<file path="config.mk">
export PLATFORM = sky130hd
export DESIGN_NAME = binary2bcd_double_dabble
export DESIGN_NICKNAME = d
export VERILOG_FILES = /design/src/rtl/bcd_pkg.sv /design/src/rtl/binary2bcd_dd_core.sv /design/src/rtl/binary2bcd_double_dabble.sv
export SDC_FILE = /design/constraint.sdc
export NUM_CORES = 1
export LEC_CHECK = 0
export BUFFER_PORTS_ARGS = -buffer_cell sky130_fd_sc_hd__buf_2
export CAP_MARGIN = 5
export CELL_PAD_IN_SITES_DETAIL_PLACEMENT = 1
export CELL_PAD_IN_SITES_GLOBAL_PLACEMENT = 2
export CORE_MARGIN = 3
export CORE_UTILIZATION = 31
export CTS_BUF_LIST = sky130_fd_sc_hd__clkbuf_8
export CTS_CLUSTER_DIAMETER = 50
export DETAILED_ROUTE_END_ITERATION = 8
export PLACE_DENSITY = 0.87
export SKIP_LAST_GASP = 1
export SYNTH_ARGS = -nofsm -noshare
export SYNTH_HDL_FRONTEND = slang
export SYNTH_SLANG_ARGS = --single-unit
</file>
<file path="constraint.sdc">
create_clock -name clk -period 0.8 [get_ports clk]
set_input_delay 0.12 -clock clk [delete_from_list [all_inputs] [get_ports clk]]
set_output_delay 0.12 -clock clk [all_outputs]
set_load 0.02 [all_outputs]
</file>
<file path="src/rtl/bcd_pkg.sv">
// Shared constants, digit type and digit-count helper for the double-dabble binary-to-BCD converter.
// No logic and no latency of its own; it has no flow control.
package bcd_pkg;

  localparam int DIGIT_W = 4;
  localparam logic [3:0] ADD3_THRESH = 4'd5;
  localparam logic [3:0] ADD3_VAL = 4'd3;

  typedef logic [3:0] bcd_digit_t;

  // Returns ceil(bin_w*log10(2)) decimal digits; log10(2) is approximated as 0.30103.
  function automatic int full_digits(input int bin_w);
    return (bin_w * 30103 + 99999) / 100000;
  endfunction

endpackage

</file>
<file path="src/rtl/binary2bcd_dd_core.sv">
// Combinational double-dabble core that returns every decimal digit the input width can need.
// Zero latency, purely combinational; it has no flow control.
module binary2bcd_dd_core
  import bcd_pkg::*;
#(
  parameter int BIN_W = 8,
  parameter int FULL_DIGITS = full_digits(BIN_W)
) (
  input  logic [BIN_W-1:0]               bin,
  output logic [DIGIT_W*FULL_DIGITS-1:0] bcd
);

  logic [DIGIT_W*FULL_DIGITS-1:0] scratch;

  always_comb begin
    scratch = '0;
    for (int i = BIN_W - 1; i >= 0; i--) begin
      // A digit of 5..9 becomes 8..12, so the next shift carries a decimal overflow into the next digit.
      for (int d = 0; d < FULL_DIGITS; d++) begin
        if (scratch[DIGIT_W*d +: DIGIT_W] >= ADD3_THRESH)
          scratch[DIGIT_W*d +: DIGIT_W] = scratch[DIGIT_W*d +: DIGIT_W] + ADD3_VAL;
      end
      scratch = {scratch[DIGIT_W*FULL_DIGITS-2:0], bin[i]};
    end
    bcd = scratch;
  end

endmodule

</file>
<file path="src/rtl/binary2bcd_double_dabble.sv">
// Binary-to-BCD converter with registered packed and unpacked outputs; BCD_SATURATE_EN clamps out-of-range inputs to all 9s.
// Latency is 1 clk and it accepts one value every cycle; there is no handshake and no backpressure.
module binary2bcd_double_dabble
  import bcd_pkg::*;
#(
  parameter int BIN_W  = 8,
  parameter int DIGITS = 2
) (
  input  logic                clk,
  input  logic                rst_n,
  input  logic [BIN_W-1:0]    in_binary,
  output logic [8*DIGITS-1:0] unpacked_bcd,
  output logic [4*DIGITS-1:0] packed_bcd
);

  localparam int FULL  = full_digits(BIN_W);
  localparam int EXT_W = DIGIT_W * (FULL + DIGITS);

  logic [DIGIT_W*FULL-1:0]   full_bcd;
  logic [EXT_W-1:0]          ext_bcd;
  logic [DIGIT_W*DIGITS-1:0] packed_nxt;
  logic [8*DIGITS-1:0]       unpacked_nxt;
  logic                      unused_hi;
`ifdef BCD_SATURATE_EN
  logic                      overflow;
`endif

  binary2bcd_dd_core #(
    .BIN_W       (BIN_W),
    .FULL_DIGITS (FULL)
  ) u_core (
    .bin (in_binary),
    .bcd (full_bcd)
  );

  // Zero-extended, so digit selection stays in range even when DIGITS exceeds FULL.
  assign ext_bcd   = EXT_W'(full_bcd);
  assign unused_hi = ^ext_bcd[EXT_W-1:DIGIT_W*DIGITS];

`ifdef BCD_SATURATE_EN
  always_comb begin
    overflow = 1'b0;
    for (int k = DIGITS; k < FULL; k++)
      overflow = overflow | (ext_bcd[DIGIT_W*k +: DIGIT_W] != '0);
  end
`endif

  always_comb begin
    bcd_digit_t digit;
    digit        = '0;
    packed_nxt   = '0;
    unpacked_nxt = '0;
    for (int k = 0; k < DIGITS; k++) begin
      digit = ext_bcd[DIGIT_W*k +: DIGIT_W];
`ifdef BCD_SATURATE_EN
      if (overflow)
        digit = 4'd9;
`endif
      packed_nxt[DIGIT_W*k +: DIGIT_W] = digit;
      unpacked_nxt[8*k +: 8]           = {4'h0, digit};
    end
  end

  always_ff @(posedge clk or negedge rst_n) begin
    if (!rst_n) begin
      packed_bcd   <= '0;
      unpacked_bcd <= '0;
    end else begin
      packed_bcd   <= packed_nxt;
      unpacked_bcd <= unpacked_nxt;
    end
  end

endmodule

</file>
=== Word-level counts from Yosys, hierarchy flattened ===
Cells that the tools add are included.

* Add/subtract/negate cells: 7
* Multiply operators: 0
* Div/mod/pow operators: 0
* $lt $le $gt $ge: 7
* Eq/ne operators: 0
* Shifts and indexed selects: 0
* Muxes and demuxes: 7
* Bitwise gates (word level): 0
* Reductions and logical operators: 0

{| class="wikitable"
|+ Operators by type and width
! cell !! number
|-
| $ge 4x3->1 const B || 5
|-
| $mux 4 || 5
|-
| $add 4x2->4 const B || 4
|-
| $add 3x2->3 const B || 2
|-
| $ge 3x3->1 const B || 2
|-
| $mux 3 || 2
|-
| $add 3x2->4 const B || 1
|}

* Flip-flop bits (word level): 8
* Bits in latches: 0
* Bits in writable memories: 0
* ROM bits: 0
* Logic and storage cells: 22
* Memories kept: 0

=== Longest topological paths before layout ===
* Depth in word-level cells: 10
* Mapped depth: 23
* Mapped depth without buffers: 22

=== By module ===
From an unflattened synthesis, not the netlist that was laid out.

* Cells, all modules: 166
* Area, all modules: 1318.8 µm²

{| class="wikitable"
|+ By module, submodules not included
! module !! instances !! cells each !! area each (µm²) !! seq. area each (µm²)
|-
| binary2bcd_dd_core || 1 || 141 || 994.7 || 0.0
|-
| binary2bcd_double_dabble || 1 || 25 || 324.1 || 200.2
|}

=== Worst setup path after synthesis ===
Ideal clock, no wire load.

* Kind: in2reg
* Start point: input port in_binary[6]
* End point: register unpacked_bcd[10]
* Library setup time: 0.133 ns
* Data arrival time: 3.559 ns
* Required time: 0.667 ns
* Slack: -2.892 ns
* Stages: 22
* Path buffers: 1
* Cell sequence: buf_6 > inv_1 > ha_1 > or2_1 > a21oi_2 > ha_1 > nand2b_1 > o211a_1 > o211a_1 > inv_1 > ha_1 > nand2b_1 > a31oi_4 > mux2i_1 > o21ai_1 > xor2_2 > inv_1 > ha_1 > nand2b_1 > a21oi_1 > o21ai_1 > mux2i_1

* Word-level cells in the longest chain between the ends: 10
* Elaborated cells between the ends (all ways): 18
* Classes of those cells: add/sub: 6; order compare: 6; mux: 6

{| class="wikitable"
|+ Ends and longest elaborated chain
! what !! RTL line !! RTL
|-
| start, declared || binary2bcd_double_dabble.sv:11 || <nowiki>input logic [BIN_W-1:0] in_binary,</nowiki>
|-
| $add 3x2->4 or $ge 3x3->1 (tied branches) || binary2bcd_dd_core.sv:21, binary2bcd_dd_core.sv:20 ||
|-
| $mux 4 * || binary2bcd_dd_core.sv:20 || <nowiki>if (scratch[DIGIT_W*d +: DIGIT_W] >= ADD3_THRESH)</nowiki>
|-
| $add 4x2->4 or $ge 4x3->1 (tied branches) || binary2bcd_dd_core.sv:21, binary2bcd_dd_core.sv:20 ||
|-
| $mux 4 || binary2bcd_dd_core.sv:20 ||
|-
| $ge 4x3->1 or $add 4x2->4 (tied branches) || binary2bcd_dd_core.sv:20, binary2bcd_dd_core.sv:21 ||
|-
| $mux 4 || binary2bcd_dd_core.sv:20 ||
|-
| $add 4x2->4, or another cell as far along || binary2bcd_dd_core.sv:21 || <nowiki>scratch[DIGIT_W*d +: DIGIT_W] = scratch[DIGIT_W*d +: DIGIT_W] + ADD3_VAL;</nowiki>
|-
| $mux 4 or $mux 3 (tied branches) || binary2bcd_dd_core.sv:20 ||
|-
| $ge 4x3->1 or $add 3x2->3 (tied branches) || binary2bcd_dd_core.sv:20, binary2bcd_dd_core.sv:21 ||
|-
| $mux 3 * || binary2bcd_dd_core.sv:20 ||
|-
| via full_bcd[6] || binary2bcd_double_dabble.sv:19 || <nowiki>logic [DIGIT_W*FULL-1:0] full_bcd;</nowiki>
|-
| end signal, assigned || binary2bcd_double_dabble.sv:70 || <nowiki>unpacked_bcd <= unpacked_nxt;</nowiki>
|-
| end, declared || binary2bcd_double_dabble.sv:12 || <nowiki>output logic [8*DIGITS-1:0] unpacked_bcd,</nowiki>
|}

The timed path passes the listed nets; every way through them passes the cells marked *.

=== Worst setup path in the final report ===
* Start point: input port in_binary[6]
* End point: register unpacked_bcd[9]

Same word-level chain as after synthesis.

==> reports/qor.csv <==
stage,metric,value,unit
clocking,CTS root buffer,clkbuf_8,
die,Initial Utilization,0.3266,
die,overall die width,68.57,µm
drt,M1 WL,1.910,mm
timing,Tightest Pin Transition,0.5361,ns
timing,final worst slack,-2.624,ns
layout,Synth-to-Final Area Change,73.81,%
drt,DR DRC count,0,
setup_path,worst-path maximum fanout,3,
global_routing,vias in the first global route,1446,
drt,drt pass-1 iters,4,
timing,worst-case hold slack,0.008141,ns
layout,fin cells,266,
layout,fin util,0.5677,
place,Routability Congestion,0.8586,
synthesis,count of flip-flops with a built-in enable after synthesis,0,
power,power density over the cells,2195,nW/µm²
synthesis,Post-synth ARST share,1.000,
synthesis,cells after synthesis,147,
drt,initial drt markers,69,
drt,routed via count divided by cell count,5.105,
layout,max reg flops,8,
synthesis,largest family of logic cells by synthesized area,compound AO/OA/AOI/OAI gates,
place,DP HPWL,3.013,mm
synthesis,post-synthesis xor/xnor area fraction,0.04227,
timing,headroom to the max-slew limit,0.6402,
layout,largest registers,unpacked_bcd: 8 flops,
synthesis,YS warnings,0,
timing,Fmax,292.0,MHz
clocking,"Reg clk slew, reported paths",0.04,ns
synthesis,most common cell in the synthesized netlist,buf_4,
layout,ant diodes,0,
synthesis,"top cells by area, synth","dfrtp_1 16%, buf_4 11%, ha_1 10%, mux2i_1 5.8%, inv_1 3.4%",
synthesis,Synth Cell Area,1214,µm²
drt,DR vias,1358,
hold_path,Hold Startpoint,in_binary[0],
timing,RSZ-0062 raised after global routing,yes,
status,outcome,"finished, violations left",
setup_path,Critical Path RT,0.90,ns
die,overall die height,68.57,µm
drt,met2 routed WL,2.619,mm
run,MaxCap Viol Count,0,
timing,period utilization,4.280,
global_routing,Total Routing Usage GR,0.1929,
clocking,TritonCTS Buffers,3,
place,dpl cell area,1700,µm²
layout,post-route cell area,2110,µm²
synthesis,syn_area_per_cell,8.256,µm²
die,Rows,22,
status,failing checks,setup timing,
die,Ports,34,
setup_path,Worst Path Arrival,3.53,ns
setup_path,CP max-delay cell,mux2i_2,
place,post-placement cell count,250,
timing,Final Hold Fails,0,
setup_path,"delay-heaviest family, CP",compound AO/OA/AOI/OAI gates,
synthesis,Yosys top cell area share,0.1649,
timing,Period minus WS final,3.424,ns
drt,drt total wl,4.724,mm
drt,max layer used,met4,
setup_path,Worst Setup Start Kind,input pin,
drt,routed length per instance,17.76,µm
hold_path,class of the worst hold path,input pin to flop,
die,die area,4702,µm²
synthesis,Synth cell types,50,
hold_path,Hold Crit Depth,1,
setup_path,largest incremental delay on the critical path,0.30,ns
layout,layout cells sized above 1,0.6147,
setup_path,Worst Path Buf+Inv,5,
power,Leak,0.9883,nW
die,core area,3716,µm²
global_routing,pin count of the biggest net entering global routing,12,
power,Worst VDD drop,0.6578,mV
clocking,clock buffer depth,2,
synthesis,Synth Flop Type,dfrtp_1,
power,Tot Pwr,0.004630,W
synthesis,synth cell count leaders,"17 x buf_4, 11 x inv_1, 10 x ha_1",
setup_path,cell mode on critical path,ha_4,
layout,nets,240,
setup_path,"critical path, cell by cell",buf_8 > inv_6 > ha_4 > or2_4 > a21oi_4 > buf_6 > ha_4 > nand2b_4 > o211a_1 > o211a_1 > inv_2 > ha_4 > nand2b_4 > a31oi_4 > mux2i_2 > o21ai_2 > xor2_2 > inv_2 > ha_4 > nand2b_4 > a21oi_4 > o21ai_2 > xnor2_1,
setup_path,crit path kind,input pin to flop,
place,# port buffers,25,
clocking,CTS tree,built,
global_routing,first-pass GRT wire length,6.920,mm
hold_path,Min-Delay Endpoint,unpacked_bcd[0],
timing,# setup viols final,23,
synthesis,largest area contributor in the netlist,dfrtp_1,
drt,routed wl met3,137,µm
clocking,H-tree depth,1,
synthesis,post-synthesis compound-gate area fraction,0.2495,
synthesis,post-synthesis simple-gate area fraction,0.1959,
synthesis,post-synthesis mux area share,0.07629,
timing,Max Slew Vio Count,0,
clocking,clk sink count,8,
global_routing,antenna violations before repair,0,
global_routing,grt total ovfl,0,
synthesis,post-synthesis adder-cell area fraction,0.1031,
synthesis,Synth Register Bits,8,
drt,Routed Antenna Nets,0,
setup_path,critical path endpoint category,flop,
synthesis,"Seq/Total Area, Yosys",0.1649,
layout,"Most flops, register",unpacked_bcd,
==> placed cells by master, fill, tap and decap left out, types with 2 or more instances in the layout <==
cell type  instances
a21oi_1            4
a21oi_4            2
a2bb2oi_1          2
and2_1             2
buf_2              7
buf_4             53
buf_6             20
buf_8              2
clkbuf_8           3
conb_1             8
dfrtp_1            8
ha_1               2
ha_2               3
ha_4               5
inv_1              8
inv_2              2
mux2i_1            4
mux2i_4            2
nand2_1            7
nand2b_4           3
nand3_1            3
nor2_1             7
nor2b_2            2
nor3_2             2
o211a_1            2
o211ai_1           4
o211ai_2           2
o21ai_0            2
o21ai_1            3
o21ai_2            3
o221ai_1           2
xnor2_1            3
==> metal layers <==
| metal | vias to the layer above | global-route usage |
|---|---|---|
| met3 | 6 | 0.004862 |
| met4 | 0 | 0.01737 |
| met5 | - | 0 |
| li1 | 637 | - |
| met2 | 41 | 0.3909 |
| met1 | 674 | 0.2283 |
==> logic make-up (layout without fill, tap and decap cells) <==
group / after synthesis / in the layout
multiplexers: 9 / 9
XOR/XNOR: 5 / 5
buffers and inverters: 34 / 98
AND/OR/NAND/NOR: 43 / 43
adder cells (fa/ha/maj): 10 / 10
other: 1 / 8
flip-flops: 8 / 8
AO/OA/AOI/OAI: 37 / 37
==> worst max path at each step <==
stage | from | to | slack, ns | cells after the start
final | in_binary[6] | unpacked_bcd[9] | -2.62 | 23
after global routing | in_binary[6] | unpacked_bcd[9] | -2.78 | 23
after CTS | in_binary[6] | unpacked_bcd[10] | -2.48 | 24
after detailed placement | in_binary[6] | unpacked_bcd[9] | -2.89 | 24
after global placement | in_binary[6] | unpacked_bcd[10] | -2.67 | 24
after floorplan | in_binary[6] | unpacked_bcd[10] | -2.67 | 22
==> report_power, final <==
group / switching (W) / leakage (nW) / internal [W] / total (W)
registers: 0.000136 / 0.0979 / 0.000550 / 0.000686
clock network: 0.000140 / 0.0216 / 0.000324 / 0.000465
logic: 0.00170 / 0.869 / 0.00178 / 0.00348
==> stage by stage <==
stage	TNS, ns	worst slack, ns
6_report	-17.84	-2.624
5_1_grt	-19.13	-2.784
4_1_cts	-16.64	-2.476
3_5_place_dp	-18.06	-2.891
3_3_place_gp	-16.90	-2.675
2_1_floorplan	-16.20	-2.671
==> timing repair <==
item / CTS / global route
setup endpoints to repair: 23 / 23
pin swaps: 15 / 10
endpoints found under the hold margin: 8 / 0
resized for setup: 52 / 18
setup buffers: 6 / 7
hold buffers: 1 / 0
==> cell type report <==
class                           count  area [µm²]
Multi-Input combinational cell    112        1056
Inverter                           12       53.80
Timing Repair Buffer               83       698.2
Clock buffer                        3       41.29
Tap cell                           48       60.06
Fill cell                         429        1607
Sequential cell                     8       200.2
(Power assumes the default switching activity.)
